`src/rtl/dm_master_pkg.sv`:
```
// Shared encodings for the data-memory master: access sizes, FSM states and
// the alignment rule used to reject illegal accesses before touching memory.
package dm_master_pkg;

   localparam logic [1:0] SZ_BYTE = 2'b00;
   localparam logic [1:0] SZ_HALF = 2'b01;
   localparam logic [1:0] SZ_WORD = 2'b10;

   typedef enum logic [1:0] {
      IDLE = 2'b00,
      RD   = 2'b01,
      WR   = 2'b10,
      FIN  = 2'b11
   } dm_state_t;

   // size 11 is never legal; halves need an even address, words a 4-byte one
   function automatic logic is_misaligned(input logic [1:0] size, input logic [1:0] off);
      logic bad;
      case (size)
         SZ_BYTE: bad = 1'b0;
         SZ_HALF: bad = off[0];
         SZ_WORD: bad = (off != 2'b00);
         default: bad = 1'b1;
      endcase
      return bad;
   endfunction

endpackage

```
`src/rtl/dm_lane.sv`:
```
// Combinational little-endian lane logic: merges store data into an old word
// and extracts/extends the addressed lane of a loaded word.
module dm_lane
   import dm_master_pkg::*;
(
   input  logic [31:0] old_word,
   input  logic [31:0] wdata,
   input  logic [31:0] rd_word,
   input  logic [1:0]  off,
   input  logic [1:0]  size,
   input  logic        sign,
   output logic [31:0] new_word,
   output logic [31:0] ld_data
);

   function automatic logic [31:0] extend8(input logic [7:0] v, input logic s);
      logic signed [7:0]  sv;
      logic signed [31:0] wide;
      sv   = signed'(v);
      wide = sv;
      return s ? 32'(wide) : {24'b0, v};
   endfunction

   function automatic logic [31:0] extend16(input logic [15:0] v, input logic s);
      logic signed [15:0] sv;
      logic signed [31:0] wide;
      sv   = signed'(v);
      wide = sv;
      return s ? 32'(wide) : {16'b0, v};
   endfunction

   logic [7:0]  byte_sel;
   logic [15:0] half_sel;

   always_comb begin
      new_word = old_word;
      case (size)
         SZ_BYTE: new_word[{off, 3'b000} +: 8]     = wdata[7:0];
         SZ_HALF: new_word[{off[1], 4'b0000} +: 16] = wdata[15:0];
         default: new_word = wdata;
      endcase
   end

   always_comb begin
      byte_sel = rd_word[{off, 3'b000} +: 8];
      half_sel = rd_word[{off[1], 4'b0000} +: 16];
      case (size)
         SZ_BYTE: ld_data = extend8(byte_sel, sign);
         SZ_HALF: ld_data = extend16(half_sel, sign);
         default: ld_data = rd_word;
      endcase
   end

endmodule

```
`src/rtl/dm_master.sv`:
```
// Byte/half/word load-store master in front of a 32-bit word memory; sub-word
// stores are done as read-modify-write, misaligned accesses are rejected.
module dm_master
   import dm_master_pkg::*;
#(
   parameter int ADDR_BITS = 12
) (
   input  logic        clk,
   input  logic        reset,
   input  logic        req,
   input  logic        we,
   input  logic [1:0]  size,
   input  logic        sign,
   input  logic [31:0] addr,
   input  logic [31:0] wdata,
   output logic        busy,
   output logic        done,
   output logic [31:0] rdata,
   output logic        misalign,
   output logic        mem_we,
   output logic [31:0] mem_addr,
   output logic [31:0] mem_din,
   input  logic [31:0] mem_dout
);

   dm_state_t   state_q, state_d;
   logic [31:0] addr_q;
   logic [31:0] wdata_q;
   logic [31:0] word_q;
   logic [31:0] rdata_q;
   logic        we_q, sign_q, mis_q;
   logic [1:0]  size_q;
   logic        accept;
   logic [31:0] new_word, ld_data;

   assign accept = (state_q == IDLE) && req;

   always_ff @(posedge clk or negedge reset) begin
      if (!reset) begin
         state_q <= IDLE;
      end else begin
         state_q <= state_d;
      end
   end

   always_comb begin
      state_d = state_q;
      case (state_q)
         IDLE: begin
            if (req) begin
               if (is_misaligned(size, addr[1:0]))
                  state_d = FIN;
               else if (we && (size == SZ_WORD))
                  state_d = WR;
               else
                  state_d = RD;
            end
         end
         RD:      state_d = we_q ? WR : FIN;
         WR:      state_d = FIN;
         FIN:     state_d = IDLE;
         default: state_d = IDLE;
      endcase
   end

   always_ff @(posedge clk or negedge reset) begin
      if (!reset) begin
         addr_q  <= '0;
         we_q    <= 1'b0;
         size_q  <= SZ_BYTE;
         sign_q  <= 1'b0;
         mis_q   <= 1'b0;
         rdata_q <= '0;
      end else begin
         if (accept) begin
            addr_q <= addr;
            we_q   <= we;
            size_q <= size;
            sign_q <= sign;
            mis_q  <= is_misaligned(size, addr[1:0]);
         end
         // rdata only moves on the edge into FIN of a load, so it holds across stores
         if ((state_q == RD) && !we_q)
            rdata_q <= ld_data;
      end
   end

   always_ff @(posedge clk) begin
      if (accept)
         wdata_q <= wdata;
      if (state_q == RD)
         word_q <= mem_dout;
   end

   dm_lane u_lane (
      .old_word (word_q),
      .wdata    (wdata_q),
      .rd_word  (mem_dout),
      .off      (addr_q[1:0]),
      .size     (size_q),
      .sign     (sign_q),
      .new_word (new_word),
      .ld_data  (ld_data)
   );

   assign busy     = (state_q != IDLE);
   assign done     = (state_q == FIN);
   assign misalign = done && mis_q;
   assign mem_we   = (state_q == WR);
   assign mem_addr = {addr_q[31:ADDR_BITS], addr_q[ADDR_BITS-1:2], 2'b00};
   assign mem_din  = mem_we ? new_word : '0;
   assign rdata    = rdata_q;

endmodule

```
`config.mk`:
```
export PLATFORM = sky130hd
export DESIGN_NAME = dm_master
export DESIGN_NICKNAME = d
export VERILOG_FILES = /design/src/rtl/dm_master_pkg.sv /design/src/rtl/dm_lane.sv /design/src/rtl/dm_master.sv
export SDC_FILE = /design/constraint.sdc
export NUM_CORES = 1
export LEC_CHECK = 0
export BUFFER_PORTS_ARGS = -buffer_cell sky130_fd_sc_hd__buf_4
export CAP_MARGIN = 20
export CORE_ASPECT_RATIO = 2
export CORE_MARGIN = 8
export CORE_UTILIZATION = 56
export DETAILED_ROUTE_END_ITERATION = 10
export PLACE_DENSITY = 0.85
export SLEW_MARGIN = 5
export SYNTH_ARGS = -nofsm -noshare
export SYNTH_HDL_FRONTEND = slang
export SYNTH_HIERARCHICAL = 1
export SYNTH_SLANG_ARGS = --single-unit
```
`constraint.sdc`:
```
create_clock -name clk -period 3.5 [get_ports clk]
set_input_delay 0.35 -clock clk [delete_from_list [all_inputs] [get_ports clk]]
set_output_delay 0.35 -clock clk [all_outputs]
set_load 0.02 [all_outputs]
```
==> results.json <==
{
  "pre_cts_ws_ns": 0.8428,
  "worst_setup_path_start_kind": "flop",
  "synth_area_um2": 6970,
  "viasPerCell": 5.985,
  "antenna_found_initial": 0,
  "whs_ns": 0.03306,
  "firstDrtPassIters": 5,
  "r2r-start": "size_q[1]",
  "finalMaxSlewViolations": 0,
  "cts_resized": 0,
  "clk_pin_slew_ns": 0.06,
  "area_growth_pct": 27.23,
  "drt_iter0_drc": 452,
  "yosys.area.top_type": "edfxtp_1",
  "initial_utilization_pct": 57.49,
  "drive_above_1_share_pct": 45.21,
  "gp_congestion": 0.9486,
  "grt_pass1_vias": 5575,
  "ys_dominant_reg_cell": "dfrtp_1",
  "clkSinkCount": 135,
  "seq_area_frac_synth_pct": 53.06,
  "rows": 57,
  "fp.dieW_um": 94.89,
  "ir_drop_mv": 0.7133,
  "hpwlAfterDp_mm": 15.29,
  "synth_cell_types": 52,
  "synth_seq_cells": 135,
  "maxCapViolations": 0,
  "cts_tree": "done",
  "yosysMostFrequentCell": "dfrtp_1",
  "max-slew-margin-rel_pct": 30.55,
  "synth_edf_count": 64,
  "synth_common_cells": "71 x dfrtp_1, 66 x mux2_2, 64 x edfxtp_1",
  "power.total_mw": 8.970,
  "coreArea_um2": 12120,
  "worst_pin_slew_ns": 1.040,
  "antennaDiodeCount": 0,
  "startpoint": "addr_q[0]",
  "skew_ns": 0.008655,
  "ys_warn_count": 6,
  "avgRoutedWirePerCell_um": 23.26,
  "cts_setup_buffers": 0,
  "root_buffer": "clkbuf_16",
  "dieArea_um2": 16490,
  "clockBufferDepth": 2,
  "cts_hold_buffers": 0,
  "netlist_instances": 555,
  "overflow": 0,
  "async_reset_ff_share_pct": 52.59,
  "drc": 0,
  "cts_made_buffers": 17,
  "fin_crit_ns": 3.195,
  "worst_slack_ns": 0.3054,
  "max_freq_mhz": 313.0,
  "grt_max_degree": 72,
  "hold_viol": 0,
  "cts_max_level": 4,
  "nets": 830,
  "finalCritPeriodShare_pct": 91.27,
  "critPathArrivalTime_ns": 2.84,
  "setup_viol": 0,
  "path_max_fanout": 13,
  "rsz0062_at_grt": "no",
  "final.setup.tns_ns": 0,
  "clock_latency_ns": 0.41,
  "ys_top_cells_by_area": "edfxtp_1 28%, dfrtp_1 25%, mux2_2 11%",
  "worstSetupPathType": "reg2out",
  "vias": 5249,
  "required_ns": 3.15,
  "p_per_area_nw_per_um2": 1011,
  "io_pins": 203,
  "avgSynthCellArea_um2": 12.56,
  "min-delay-path-class": "in2async",
  "grt_first_pass_wirelength_mm": 30.51,
  "port_buffers": 200,
  "p_leak_nw": 3.945,
  "die_h_um": 173.8,
  "drt.antenna.violating_nets": 0,
  "finalWirelength_mm": 20.40,
  "status": "finished clean",
  "track_usage_pct": 24.55,
  "post-synth-top-area-fraction_pct": 27.57,
  "end_kind": "output port"
}
sequential cells by signal (all words and copies together), names as in the netlist, 2 cells and up:
name and count:
wdata_q 32, addr_q 32, size_q 2, word_q 32, rdata 32, state_q 2
cells by family (layout without fill, tap and decap cells):
logic type / Yosys count / after routing / synth area share (%)
fa+ha+maj: 10 / 10 / 1.795
other cells: 1 / 2 / 0.05380
simple gates: 93 / 93 / 8.275
compound gates: 134 / 134 / 13.95
buf+inv: 92 / 266 / 8.113
mux: 90 / 90 / 14.75
flops: 135 / 135 / 53.06
layout make-up:
type	instances	area [um2]
Timing Repair Buffer	211	1584
Clock buffer	27	544.3
Multi-Input combinational cell	329	2713
Sequential cell	135	3700
Tap cell	147	183.9
Inverter	23	86.33
Clock inverter	5	57.56
Fill cell	847	3256
layout by cell type (no fill, tap or decap), types with 3 or more instances in the layout:
cell | Yosys | final
and3b_1 | 3 | 3
a22oi_1 | 9 | 9
edfxtp_1 | 64 | 64
and2_1 | 33 | 33
nor3_2 | 3 | 3
mux2i_1 | 15 | 15
clkbuf_1 | 13 | 3
nand2b_1 | 3 | 3
ha_1 | 10 | 10
mux2_4 | 9 | 9
clkbuf_8 | 0 | 6
inv_1 | 23 | 23
nand2_1 | 16 | 15
clkbuf_16 | 0 | 18
a22o_1 | 9 | 9
buf_4 | 38 | 211
a32oi_1 | 20 | 20
o221ai_1 | 20 | 20
mux2_2 | 66 | 66
a221o_1 | 7 | 7
nor2_1 | 7 | 7
dfrtp_1 | 71 | 70
o21ai_0 | 15 | 15
a21oi_1 | 42 | 42
nor2b_1 | 9 | 9
per-layer routing:
metal	track usage [%]	vias up	share of wire (%)
li1	-	2354	-
met5	0	-	0
met4	16.39	0	5.7
met2	43.67	285	54
met1	23.93	2543	33
met3	5.683	67	7.0
worst max-delay path, cell delays in order (launching register included):
cell	delay, ns
dfrtp_1	0.58
inv_1	0.15
ha_1	0.36
nor2b_1	0.57
a32oi_1	0.22
o221ai_1	0.25
and2_1	0.17
buf_4	0.14
through the flow:
stage | cells | utilization (%) | instance area [um2]
3_3_place_gp | 845 | 68.18 | 8267
5_1_grt | 877 | 73.15 | 8869
6_report | 877 | 73.15 | 8869
4_1_cts | 877 | 73.15 | 8869
3_5_place_dp | 845 | 68.18 | 8267
2_1_floorplan | 556 | - | 6974
power by group:
group          internal (mW)  total (mW)  switching [mW]
registers               2.32        2.74           0.422
logic                   1.97        4.45            2.48
clock network           1.14        1.78           0.645
final timing paths:
check                      slack (ns)          end  depth (start not counted)
max                              0.31  mem_din[22]                          7
max in group asynchronous        2.83    size_q[1]                          1
min reg2reg                      0.50     rdata[6]                          1
min                              0.03    addr_q[5]                          1
min in group clk                 0.11  wdata_q[17]                          1
max reg2reg                      1.08     rdata[9]                          4
Power figures use the tool's default switching activity.
